===== src/rtl/led_mode_ctrl.sv =====
// Key-driven LED sequencer: debounced keys select mode (OFF/ON/BLINK/CHASE) and step rate.
// Optional macro LED_LONGPRESS_EN: holding key0 for 1000 ms restores OFF mode and the default rate.
module led_mode_ctrl #(
  parameter int clk_frequency = 27_000_000,
  parameter int io_num        = 1,
  parameter int debounce_ms   = 20
) (
  input  logic              clk,
  input  logic              rst_n,
  input  logic [1:0]        key,
  output logic [io_num-1:0] led_o,
  output logic [1:0]        mode_o,
  output logic [1:0]        rate_o
);

  localparam int TICK_CYC = clk_frequency / 1000;
  localparam int TW = (TICK_CYC > 1) ? $clog2(TICK_CYC) : 1;
  localparam int DW = (debounce_ms > 1) ? $clog2(debounce_ms + 1) : 1;
  localparam int PW = (io_num > 1) ? $clog2(io_num) : 1;
  localparam logic [TW-1:0] TICK_MAX = TW'(TICK_CYC - 1);
  localparam logic [DW-1:0] DB_MAX   = DW'(debounce_ms - 1);
  localparam logic [PW-1:0] POS_MAX  = PW'(io_num - 1);

  typedef enum logic [1:0] {
    MODE_OFF   = 2'd0,
    MODE_ON    = 2'd1,
    MODE_BLINK = 2'd2,
    MODE_CHASE = 2'd3
  } mode_t;

  logic [TW-1:0]     r_presc;
  logic [1:0]        r_key_meta;
  logic [1:0]        r_key_sync;
  logic [1:0]        r_key_stable;
  logic [DW-1:0]     r_db_cnt [2];
  logic [1:0]        r_press;
  mode_t             r_mode;
  logic [1:0]        r_rate;
  logic [9:0]        r_step_cnt;
  logic              r_phase;
  logic [PW-1:0]     r_pos;
  logic [io_num-1:0] r_led;

  logic              w_tick;
  logic              w_step;
  logic              w_lp_fire;
  logic [9:0]        w_period_m1;
  logic [io_num-1:0] w_led;

  assign w_tick = (r_presc == TICK_MAX);
  assign w_step = w_tick && (r_step_cnt == w_period_m1);

  // Free-running 1 ms prescaler
  always_ff @(posedge clk or negedge rst_n) begin
    if (!rst_n) begin
      r_presc <= '0;
    end else if (w_tick) begin
      r_presc <= '0;
    end else begin
      r_presc <= r_presc + TW'(1);
    end
  end

  // Two-stage synchronizer, then per-key debounce; press pulse coincides with the stable update
  always_ff @(posedge clk or negedge rst_n) begin
    if (!rst_n) begin
      r_key_meta   <= 2'b11;
      r_key_sync   <= 2'b11;
      r_key_stable <= 2'b11;
      r_db_cnt[0]  <= '0;
      r_db_cnt[1]  <= '0;
      r_press      <= 2'b00;
    end else begin
      r_key_meta <= key;
      r_key_sync <= r_key_meta;
      for (int i = 0; i < 2; i++) begin
        r_press[i] <= 1'b0;
        if (r_key_sync[i] == r_key_stable[i]) begin
          r_db_cnt[i] <= '0;
        end else if (w_tick) begin
          if (r_db_cnt[i] == DB_MAX) begin
            r_key_stable[i] <= r_key_sync[i];
            r_db_cnt[i]     <= '0;
            r_press[i]      <= ~r_key_sync[i];
          end else begin
            r_db_cnt[i] <= r_db_cnt[i] + DW'(1);
          end
        end
      end
    end
  end

`ifdef LED_LONGPRESS_EN
  localparam logic [9:0] LP_MAX = 10'd1000;
  logic [9:0] r_lp_cnt;
  logic       r_lp_fire;

  // Long-press counter saturates at LP_MAX so it fires only once per hold
  always_ff @(posedge clk or negedge rst_n) begin
    if (!rst_n) begin
      r_lp_cnt  <= 10'd0;
      r_lp_fire <= 1'b0;
    end else begin
      r_lp_fire <= 1'b0;
      if (r_key_stable[0]) begin
        r_lp_cnt <= 10'd0;
      end else if (w_tick && (r_lp_cnt != LP_MAX)) begin
        r_lp_cnt <= r_lp_cnt + 10'd1;
        if (r_lp_cnt == LP_MAX - 10'd1) begin
          r_lp_fire <= 1'b1;
        end
      end
    end
  end

  assign w_lp_fire = r_lp_fire;
`else
  assign w_lp_fire = 1'b0;
`endif

  // Step period in ms minus one: 125 << rate
  always_comb begin
    w_period_m1 = 10'd999;
    case (r_rate)
      2'd0:    w_period_m1 = 10'd124;
      2'd1:    w_period_m1 = 10'd249;
      2'd2:    w_period_m1 = 10'd499;
      default: w_period_m1 = 10'd999;
    endcase
  end

  // Mode/rate FSM and step-driven display state; any setting change restarts the display
  always_ff @(posedge clk or negedge rst_n) begin
    if (!rst_n) begin
      r_mode     <= MODE_OFF;
      r_rate     <= 2'd2;
      r_step_cnt <= 10'd0;
      r_phase    <= 1'b1;
      r_pos      <= '0;
    end else if (w_lp_fire) begin
      r_mode     <= MODE_OFF;
      r_rate     <= 2'd2;
      r_step_cnt <= 10'd0;
      r_phase    <= 1'b1;
      r_pos      <= '0;
    end else if (r_press != 2'b00) begin
      if (r_press[0]) begin
        r_mode <= mode_t'(r_mode + 2'd1);
      end
      if (r_press[1]) begin
        r_rate <= r_rate + 2'd1;
      end
      r_step_cnt <= 10'd0;
      r_phase    <= 1'b1;
      r_pos      <= '0;
    end else begin
      if (w_step) begin
        r_step_cnt <= 10'd0;
        r_phase    <= ~r_phase;
        r_pos      <= (r_pos == POS_MAX) ? '0 : r_pos + PW'(1);
      end else if (w_tick) begin
        r_step_cnt <= r_step_cnt + 10'd1;
      end
    end
  end

  // LED pattern for the current display state
  always_comb begin
    w_led = '0;
    case (r_mode)
      MODE_OFF:   w_led = '0;
      MODE_ON:    w_led = '1;
      MODE_BLINK: w_led = {io_num{r_phase}};
      MODE_CHASE: begin
        for (int i = 0; i < io_num; i++) begin
          w_led[i] = (PW'(i) == r_pos);
        end
      end
      default:    w_led = '0;
    endcase
  end

  // Registered LED drive
  always_ff @(posedge clk or negedge rst_n) begin
    if (!rst_n) begin
      r_led <= '0;
    end else begin
      r_led <= w_led;
    end
  end

  assign led_o  = r_led;
  assign mode_o = r_mode;
  assign rate_o = r_rate;

endmodule


===== config.mk =====
export PLATFORM = sky130hd
export DESIGN_NAME = led_mode_ctrl
export DESIGN_NICKNAME = d
export VERILOG_FILES = /design/src/rtl/led_mode_ctrl.sv
export SDC_FILE = /design/constraint.sdc
export NUM_CORES = 1
export LEC_CHECK = 0
export CELL_PAD_IN_SITES_DETAIL_PLACEMENT = 2
export CELL_PAD_IN_SITES_GLOBAL_PLACEMENT = 2
export CORE_MARGIN = 3
export CORE_UTILIZATION = 40
export CTS_CLUSTER_SIZE = 24
export DETAILED_ROUTE_END_ITERATION = 16
export PLACE_DENSITY_LB_ADDON = 0.1
export SYNTH_ARGS = -nofsm -noshare
export SYNTH_HDL_FRONTEND = slang
export SYNTH_SLANG_ARGS = --single-unit
export TNS_END_PERCENT = 20

===== constraint.sdc =====
create_clock -name clk -period 4 [get_ports clk]
set_input_delay 0.8 -clock clk [delete_from_list [all_inputs] [get_ports clk]]
set_output_delay 0.8 -clock clk [all_outputs]
set_load 0.05 [all_outputs]

# Yosys cells after proc, flatten, opt, wreduce, memory -nomap -nowiden
# Cells that the tools add are included.
# Widths: inputs -> output; s select.
totals:
  register_bits: 50
  out_inout_bits: 5
  wordCells: 73
op_classes:
  add_sub_neg: 7
  eq_ne: 11
  n_mux: 23
  n_bitwise: 6
  reduce_logical: 12
ops:
  columns: ["op", "count"]
  rows:
  - ["$mux 10", 3]
  - ["$mux 5", 6]
  - ["$pmux 10 s3", 1]
  - ["$add 15x1->15 const B", 1]
  - ["$eq 15x15->1 const B", 1]
  - ["$mux 15", 1]
  - ["$mux 1", 11]
  - ["$add 10x1->10 const B", 1]
  - ["$add 5x1->5 const B", 2]
  - ["$eq 10x10->1", 1]
  - ["$eq 5x5->1 const B", 2]
  - ["$reduce_bool 2->1", 4]
  - ["$eq 2x2->1 const B", 3]
  - ["$not 1->1", 6]
  - ["$reduce_and 3->1", 2]
  - ["$add 2x1->2 const B", 2]
  - ["$eq 2x1->1 const B", 2]
  - ["$logic_not 2->1", 2]
  - ["$pmux 1 s4", 1]
  - ["$reduce_and 2->1", 2]
  - ["$reduce_bool 3->1", 1]
  - ["$eq 1x1->1", 2]
  - ["$add 1x1->1 const B", 1]
  - ["$logic_and 1x1->1", 1]

# Depth between registers and ports, before layout
# Gate-level depths: netlist (run 1).
logic_depth:
  depth_word: 6
  mapped_depth: 8
  depth_no_buf: 7

# Least setup slack after synthesis (run 1)
# OpenSTA, ideal clock, no wires.
synth_path:
  path_kind: "flip-flop to flip-flop"
  from: "reg r_rate[0] (netlist: rate_o[0])"
  to: "reg r_step_cnt[7]"
  setup_time_ns: 0.130
  arrival_ns: 2.317
  required_ns: 3.870
  setup_slack_ns: 1.553
  stages_incl_launch_ff: 9
  path_buffers: 1
  period_less_slack_ns: 2.447
  path_cell_list: "dfrtp_1 -> inv_1 -> ha_1 -> or3_1 -> a2111oi_0 -> o2111ai_1 -> buf_2 -> a22oi_1 -> o21ai_0"
synth_between:
  elab_chain_len: 6
synth_lines:
  columns: ["element", "line_no", "text"]
  rows:
  - ["start, declared", "38", "logic [1:0] r_rate;"]
  - ["start signal, assigned", "151", "r_rate <= r_rate + 2'd1;"]
  - ["$eq 2x2->1, or another cell as far along", "124", "case (r_rate)"]
  - ["$pmux 10 s3 (*)", "124", null]
  - ["$eq 10x10->1 (*)", "51", "assign w_step = w_tick && (r_step_cnt == w_period_m1);"]
  - ["$logic_and 1x1->1 (*)", "51", null]
  - ["$mux 10", "157", "if (w_step) begin"]
  - ["$mux 10", "146", "end else if (r_press != 2'b00) begin"]
  - ["end signal, assigned", "162", "r_step_cnt <= r_step_cnt + 10'd1;"]
  - ["end, declared", "39", "logic [9:0] r_step_cnt;"]
# Every way passes the cells marked *; elsewhere a longest branch is shown, timed or not.
# A chain may end at the register's enable or synchronous reset.

# Worst setup path after layout (run 1)
layout_path:
  from: "reg r_rate[0] (netlist: rate_o[0])"
  to: "reg r_step_cnt[8]"
# Same word-level chain as after synthesis.

==> implementation parameters, run 1 <==
Parameter                              Value

Pwr
  Switching share of power ... between 20% and 30%
  Worst IR Drop VDD ... 0.000117 V
  Switch Pwr ... 187 uW
  Combinational cell fraction of total power ... under 10%
  Share of total power in the clock network ... 36.7%
  Power per standard cell area ... 304 nW/um^2
  Internal power of the cells ... 627 uW
  Static leakage power ... 0.00114 uW
  Part of the power in registers ... between 60% and 70%

Global routing
  Via count of the first global-routing pass ... 2200
  Global-route wire length before repair ... between 10 and 15 mm
  All-layer global routing usage ... 18.9%
  Initial antenna violation count ... 0
  Largest net degree at the start of global routing ... 34
  Global route overflow ... 0

Timing
  Final TNS setup ... 0 ps
  Highest Clock Rate ... between 0.3 and 0.4 GHz
  Max Transition Viols Final ... 0
  Worst Tran Pin Value ... 1010 ps
  Relative max-transition margin ... 32.3%
  Number of hold violations in the final report ... 0
  Smallest setup slack after layout ... 1180 ps
  Part of the cycle the worst path needs ... 70.6%
  Number of setup violations in the final report ... 0
  Minimum clock period after layout ... 2820 ps
  RSZ-0062 raised after global routing ... false
  Largest clock skew in the final design ... 3.83 ps

Critical path
  Data arrival, critical path ... 2990 ps
  Start point of the critical path ... rate_o[0]
  Required time worst endpoint ... 4170 ps
  Maximum fanout count along the critical path ... 13
  Path type of the worst setup path ... reg2reg
  R2R Path Start ... rate_o[0]
  Worst R2R Path Depth ... 7
  Kind of capture point of the worst setup path ... register
  Crit path launch type ... register

Outcome
  Run status ... finished clean

Placed design
  Number of buffers added on ports ... 8
  Total half-perimeter wirelength after legalization and detailed placement ... 4.22 mm
  Routability cong. ... 0.711
  Worst slack, placed ... 1130 ps

Drt
  ANT nets after route ... 0
  Violation count after the first detailed-route iteration ... 48
  Wire length after detailed routing ... 5.95 mm
  Number of design rule violations left after detail routing ... 0
  Total iterations of the first detailed-routing run ... 4
  Via total after detailed routing ... 1897
  DR vias/cell ... 5.73
  DR WL/cell ... 18.0 um

Cells and area
  Combined flip-flop and latch cell area ... about 1200 um^2
  Synth-to-Final Area Change ... 9.58%
  Filler cell count ... 645
  Combined area of the multi-input logic cells ... 1140 um^2
  Antenna Diode Count ... 0
  Final #Nets ... 273
  Fraction of final layout cells with drive strength greater than 1 ... 8.88%

Clock network
  Root buffer selected by CTS ... sky130_fd_sc_hd__clkbuf_8
  Cts-stage hold buffer count ... 0
  Clock Sink Count ... 49
  Post-CTS setup repair buffer count ... 0
  Clock-pin transition on the worst setup and hold timing paths ... ~90 ps
  TritonCTS clock tree ... built
  Longest Clk Path Bufs ... 2
  Worst-Skew Late Latency ... 300 ps
  # resized after CTS ... 0
  Total CTS buffers ... 5
  CTS H-tree depth ... 2

Synthesis
  Leading cell types by total area after synthesis ... sky130_fd_sc_hd__dfrtp_1 (42%), sky130_fd_sc_hd__dfstp_2 (8.6%), sky130_fd_sc_hd__ha_1 (5.6%)
  Yosys warning total ... 0
  Cells after synthesis ... 248
  Synthesized area divided by synthesized cell count ... 9.85 um^2
  Sequential share of the synthesized area ... 50.6%
  Post-synth EDFFs ... 0
  Fraction of registers with async set or reset after synthesis ... between 90% and 100%
  Yosys top cell by area ... sky130_fd_sc_hd__dfrtp_1
  Most used flip-flop cell after synthesis ... sky130_fd_sc_hd__dfrtp_1
  Top cell type's share of synthesized area ... a little over two fifths
  Synthesized netlist net count ... 263
  Post-synthesis instance area ... about 2400 um^2
  Post-synth cell types ... 37
  Flip-flop and latch count after synthesis ... 49

Worst hold path
  Depth of the worst hold-timing path ... 0
  Tightest Hold Check Type ... reg2reg
  Worst Hold Launch ... r_key_meta[1]

Floorplan
  Horizontal extent of the die ... between 80 and 90 um
  Initial Utilization ... a little over two fifths
  Area of the core region ... ~5700 um^2
  Die ar. ... 7080 um^2
  Row count ... 27
  I/O pin count ... 9
  Overall die height ... 84.2 um

Job
  Max-cap violation count ... 0
## power groups by stage
stage	clock network (uW)	registers, uW	logic [uW]
6_report	298	500	15.3
5_1_grt	331	501	18.0
4_1_cts	308	500	16.3
3_5_place_dp	0	510	16.5
3_3_place_gp	0	509	16.0
2_1_floorplan	0	509	1.69
## synthesized netlist by cell type (2+ instances only)
cell and n:
sky130_fd_sc_hd__buf_2 4, sky130_fd_sc_hd__inv_1 10, sky130_fd_sc_hd__nor2_1 22, sky130_fd_sc_hd__o21ai_0 10, sky130_fd_sc_hd__nand4_1 10, sky130_fd_sc_hd__dfrtp_1 41
sky130_fd_sc_hd__or3_1 7, sky130_fd_sc_hd__a21oi_1 16, sky130_fd_sc_hd__ha_1 11, sky130_fd_sc_hd__nor3_1 7, sky130_fd_sc_hd__or4_1 2, sky130_fd_sc_hd__clkbuf_1 2
sky130_fd_sc_hd__and3_1 2, sky130_fd_sc_hd__xor2_1 9, sky130_fd_sc_hd__and4b_1 2, sky130_fd_sc_hd__nor2b_1 4, sky130_fd_sc_hd__nand4b_1 2, sky130_fd_sc_hd__dfstp_2 8
sky130_fd_sc_hd__nand2_1 31, sky130_fd_sc_hd__o311ai_0 5, sky130_fd_sc_hd__nor3b_1 3, sky130_fd_sc_hd__mux2_2 2, sky130_fd_sc_hd__nand3_1 15, sky130_fd_sc_hd__xnor2_1 9
sky130_fd_sc_hd__or2_2 2
## path summary, 6_finish.rpt
check	end	slack (ps)
setup / recovery	r_step_cnt[8]	1180
hold / removal	r_key_sync[1]	360
setup reg to reg	r_step_cnt[8]	1180
hold reg to reg	r_key_sync[1]	360
max in group asynchronous	r_key_sync[1]	2780
min in group asynchronous	r_step_cnt[7]	410
## area by class of cell
| class | count | area share (%) |
|---|---|---|
| Clock inverter | 1 | 0.280 |
| Timing Repair Buffer | 10 | 3.36 |
| Sequential cell | 49 | 46.2 |
| Multi-Input combinational cell | 182 | 42.6 |
| Inverter | 10 | 1.40 |
| Tap cell | 72 | 3.36 |
| Clock buffer | 7 | 2.85 |
## placed cells by master (no fill, tap or decap), types with 3 or more instances in the layout
cell type,netlist,layout
sky130_fd_sc_hd__nand3_1,15,15
sky130_fd_sc_hd__nand4_1,10,10
sky130_fd_sc_hd__clkbuf_8,0,5
sky130_fd_sc_hd__dfstp_2,8,8
sky130_fd_sc_hd__a21oi_1,16,16
sky130_fd_sc_hd__nor3_1,7,7
sky130_fd_sc_hd__nor2b_1,4,4
sky130_fd_sc_hd__xnor2_1,9,9
sky130_fd_sc_hd__or3_1,7,7
sky130_fd_sc_hd__nand2_1,31,31
sky130_fd_sc_hd__o311ai_0,5,5
sky130_fd_sc_hd__clkdlybuf4s50_1,0,7
sky130_fd_sc_hd__nor3b_1,3,3
sky130_fd_sc_hd__ha_1,11,11
sky130_fd_sc_hd__dfrtp_1,41,41
sky130_fd_sc_hd__inv_1,10,10
sky130_fd_sc_hd__nor2_1,22,22
sky130_fd_sc_hd__xor2_1,9,9
sky130_fd_sc_hd__o21ai_0,10,10
## flip-flops by register name (all words and copies together), names as in the netlist
signal,count
r_step_cnt,10
r_key_sync,2
r_key_stable,2
r_presc,15
r_press,2
r_key_meta,2
led_o,1
r_phase,1
r_db_cnt,10
rate_o,2
mode_o,2
## per-layer routing
metal	vias up	routed length (um)	track usage, %
li1	889	-	-
met1	989	2670	24.5
met2	11	3100	32.4
met3	8	106	3.53
met4	0	85	5.56
met5	-	0	0
## metrics by stage
stage,instances,utilization (%),area [um^2],power (uW),hold WS (ps)
final,331,46.9,2680,814,362
after global routing,331,46.9,2680,850,373
after CTS,331,46.9,2680,825,363
after detailed placement,323,45.4,2590,526,349
after global placement,323,45.4,2590,525,346
after floorplan,248,-,2440,511,345
## cells by family after synthesis
group,synth area share (%)
DFF,50.6
buffers and inverters,3.12
xor gates and xnor gates,6.45
and+or+nand+nor,23.8
AOI/OAI and AO/OA,9.06
adders and majority gates,5.63
muxes,1.33
## critical path: stages, from the launching register on
cell and delay, ps:
sky130_fd_sc_hd__dfrtp_1 490, sky130_fd_sc_hd__inv_1 100, sky130_fd_sc_hd__ha_1 220, sky130_fd_sc_hd__or3_1 300
sky130_fd_sc_hd__a2111oi_0 420, sky130_fd_sc_hd__o2111ai_1 530, sky130_fd_sc_hd__nand3_1 460, sky130_fd_sc_hd__o311ai_0 180
Note: power is estimated with default switching activity, not from simulation.
==> run 2: changes to the inputs <==
--- a/config.mk
+++ b/config.mk
@@ -8,7 +8,7 @@
 export CELL_PAD_IN_SITES_DETAIL_PLACEMENT = 2
 export CELL_PAD_IN_SITES_GLOBAL_PLACEMENT = 2
 export CORE_MARGIN = 3
-export CORE_UTILIZATION = 40
+export CORE_UTILIZATION = 39
 export CTS_CLUSTER_SIZE = 24
 export DETAILED_ROUTE_END_ITERATION = 16
 export PLACE_DENSITY_LB_ADDON = 0.1
==> constraint.sdc (replaced) <==
create_clock -name clk -period 2.84 [get_ports clk]
set_input_delay 0.568 -clock clk [delete_from_list [all_inputs] [get_ports clk]]
set_output_delay 0.568 -clock clk [all_outputs]
set_load 0.05 [all_outputs]
==> implementation parameters, run 2 (synthesized netlist as in run 1, its figures left out) <==
Parameter                              Value

Outcome
  Run status ... finished clean

Drt
  Total iterations of the first detailed-routing run ... 4
  ANT nets after route ... 0
  Violation count after the first detailed-route iteration ... 94
  Via total after detailed routing ... 1887
  Wire length after detailed routing ... 5.82 mm
  Number of design rule violations left after detail routing ... 0
  DR WL/cell ... 17.3 um
  DR vias/cell ... 5.60

Clock network
  Longest Clk Path Bufs ... 2
  Worst-Skew Late Latency ... 310 ps
  Post-CTS setup repair buffer count ... 0
  Root buffer selected by CTS ... sky130_fd_sc_hd__clkbuf_8
  TritonCTS clock tree ... built
  Cts-stage hold buffer count ... 0
  Clock-pin transition on the worst setup and hold timing paths ... 100 ps
  # resized after CTS ... 0
  Clock Sink Count ... 49
  Total CTS buffers ... 5
  CTS H-tree depth ... 2

Cells and area
  Synth-to-Final Area Change ... 12.6%
  Filler cell count ... 647
  Post-layout instance area ... 2750 um^2
  Number of flip-flops under the largest register name ... 15
  Antenna Diode Count ... 0
  Leading cell type in the layout, fill and taps excluded ... sky130_fd_sc_hd__dfrtp_1
  Most used cells in the layout excluding fill and tap cells ... sky130_fd_sc_hd__dfrtp_1 (41), sky130_fd_sc_hd__nand2_1 (31), sky130_fd_sc_hd__nor2_1 (22)
  Combined area of the multi-input logic cells ... 1150 um^2
  Share of the core filled with cells ... 45.9%
  Fraction of final layout cells with drive strength greater than 1 ... 10.7%
  Reg with most FFs ... r_presc
  Combined flip-flop and latch cell area ... 1240 um^2
  Final #Nets ... 276
  Largest registers ranked by flip-flop count ... r_presc x15, r_db_cnt x10, r_step_cnt x10

Timing
  Max Transition Viols Final ... 0
  Hold slack final ... 265 ps
  RSZ-0062 raised after global routing ... false
  Number of hold violations in the final report ... 0
  Final TNS setup ... 0 ps
  Largest clock skew in the final design ... 10.6 ps
  Smallest setup slack after layout ... 281 ps
  Relative max-transition margin ... 58.4%
  Highest Clock Rate ... 0.391 GHz
  Part of the cycle the worst path needs ... 90.1%
  Worst Tran Pin Value ... about 620 ps
  Number of setup violations in the final report ... 0
  Minimum clock period after layout ... ~2600 ps

Critical path
  R2R Path Start ... rate_o[1]
  Data arrival, critical path ... 2710 ps
  Setup slack on the worst flop-to-flop path ... 280 ps
  Worst r2r dst ... r_step_cnt[9]
  Start point of the critical path ... rate_o[1]
  Required time worst endpoint ... approximately 3000 ps
  Path type of the worst setup path ... reg2reg
  Kind of capture point of the worst setup path ... register
  Crit path launch type ... register
  Worst R2R Path Depth ... 7
  Maximum fanout count along the critical path ... 7

Global routing
  Via count of the first global-routing pass ... 2127
  Global route overflow ... 0
  Global-route wire length before repair ... 10.5 mm
  Initial antenna violation count ... 0
  Largest net degree at the start of global routing ... 28
  All-layer global routing usage ... 18.1%

Placed design
  Cell area after placement ... 2630 um^2
  Total half-perimeter wirelength after legalization and detailed placement ... 4.28 mm
  Routability cong. ... 0.734
  Worst slack, placed ... 157 ps
  Number of buffers added on ports ... 8

Floorplan
  Initial Utilization ... about two fifths
  Horizontal extent of the die ... between 80 and 90 um
  I/O pin count ... 9
  Die ar. ... between 7000 and 8000 um^2
  Area of the core region ... 5990 um^2
  Row count ... 28
  Overall die height ... 85.2 um

Pwr
  Worst IR Drop VDD ... 0.000226 V
  Static leakage power ... roughly 0.0012 uW
  Power per standard cell area ... around 450 nW/um^2

Job
  Max-cap violation count ... 0

Worst hold path
  Tightest Hold Check Type ... in2async
-- run 2: cell types whose count changed in the layout (fill, tap and decap cells not counted), sizes merged --
| cell | previous run | this run |
|---|---|---|
| bufinv | 0 | 1 |
| clkinv | 0 | 1 |
| buf | 3 | 6 |
| clkinvlp | 1 | 0 |
| clkbuf | 7 | 6 |
-- run 2: how the worst max path moves through the flow --
stage                     cells after the start       endpoint
after floorplan                               8  r_step_cnt[7]
after global placement                        7  r_step_cnt[5]
after detailed placement                      7  r_step_cnt[9]
after CTS                                     7  r_step_cnt[9]
after global routing                          7  r_step_cnt[9]
final                                         7  r_step_cnt[9]
-- run 2: through the flow --
stage               total power, uW  std cells
finish                         1240        337
global route                   1290        337
CTS                            1260        337
detailed placement              742        329
global placement                742        329
floorplan                       720        248
-- run 2: where the power goes --
group | switching, uW | leakage [uW] | internal, uW
clock | 245 | 0.0000554 | 265
sequential | 1.60 | 0.000642 | 703
combinational | 16.9 | 0.000472 | 5.60
total | 264 | 0.00117 | 973
-- run 2: final cells by class --
type	instances	share of cell area, %
sequential	49	44.9
multi-input combinational	182	41.7
timing repair buffer	13	4.55
tap	75	3.41
clock buffer	6	2.64
clock inverter	2	1.41
inverter	10	1.36
-- run 2: critical path, stage by stage, from the launching register on --
cell and delay, ps:
sky130_fd_sc_hd__dfstp_2 590, sky130_fd_sc_hd__inv_1 90, sky130_fd_sc_hd__ha_1 320, sky130_fd_sc_hd__xor2_1 150
sky130_fd_sc_hd__and3_1 190, sky130_fd_sc_hd__o2111ai_2 160, sky130_fd_sc_hd__nand3_1 300, sky130_fd_sc_hd__o311ai_0 580
-- run 2: metal layers --
layer | vias up | GRT usage, % | wire length, um
li1 | 897 | - | -
met1 | 962 | 23.3 | 2610
met2 | 20 | 31.0 | 3000
met3 | 8 | 2.72 | 117
met4 | 0 | 5.76 | 92
met5 | - | 0 | 0
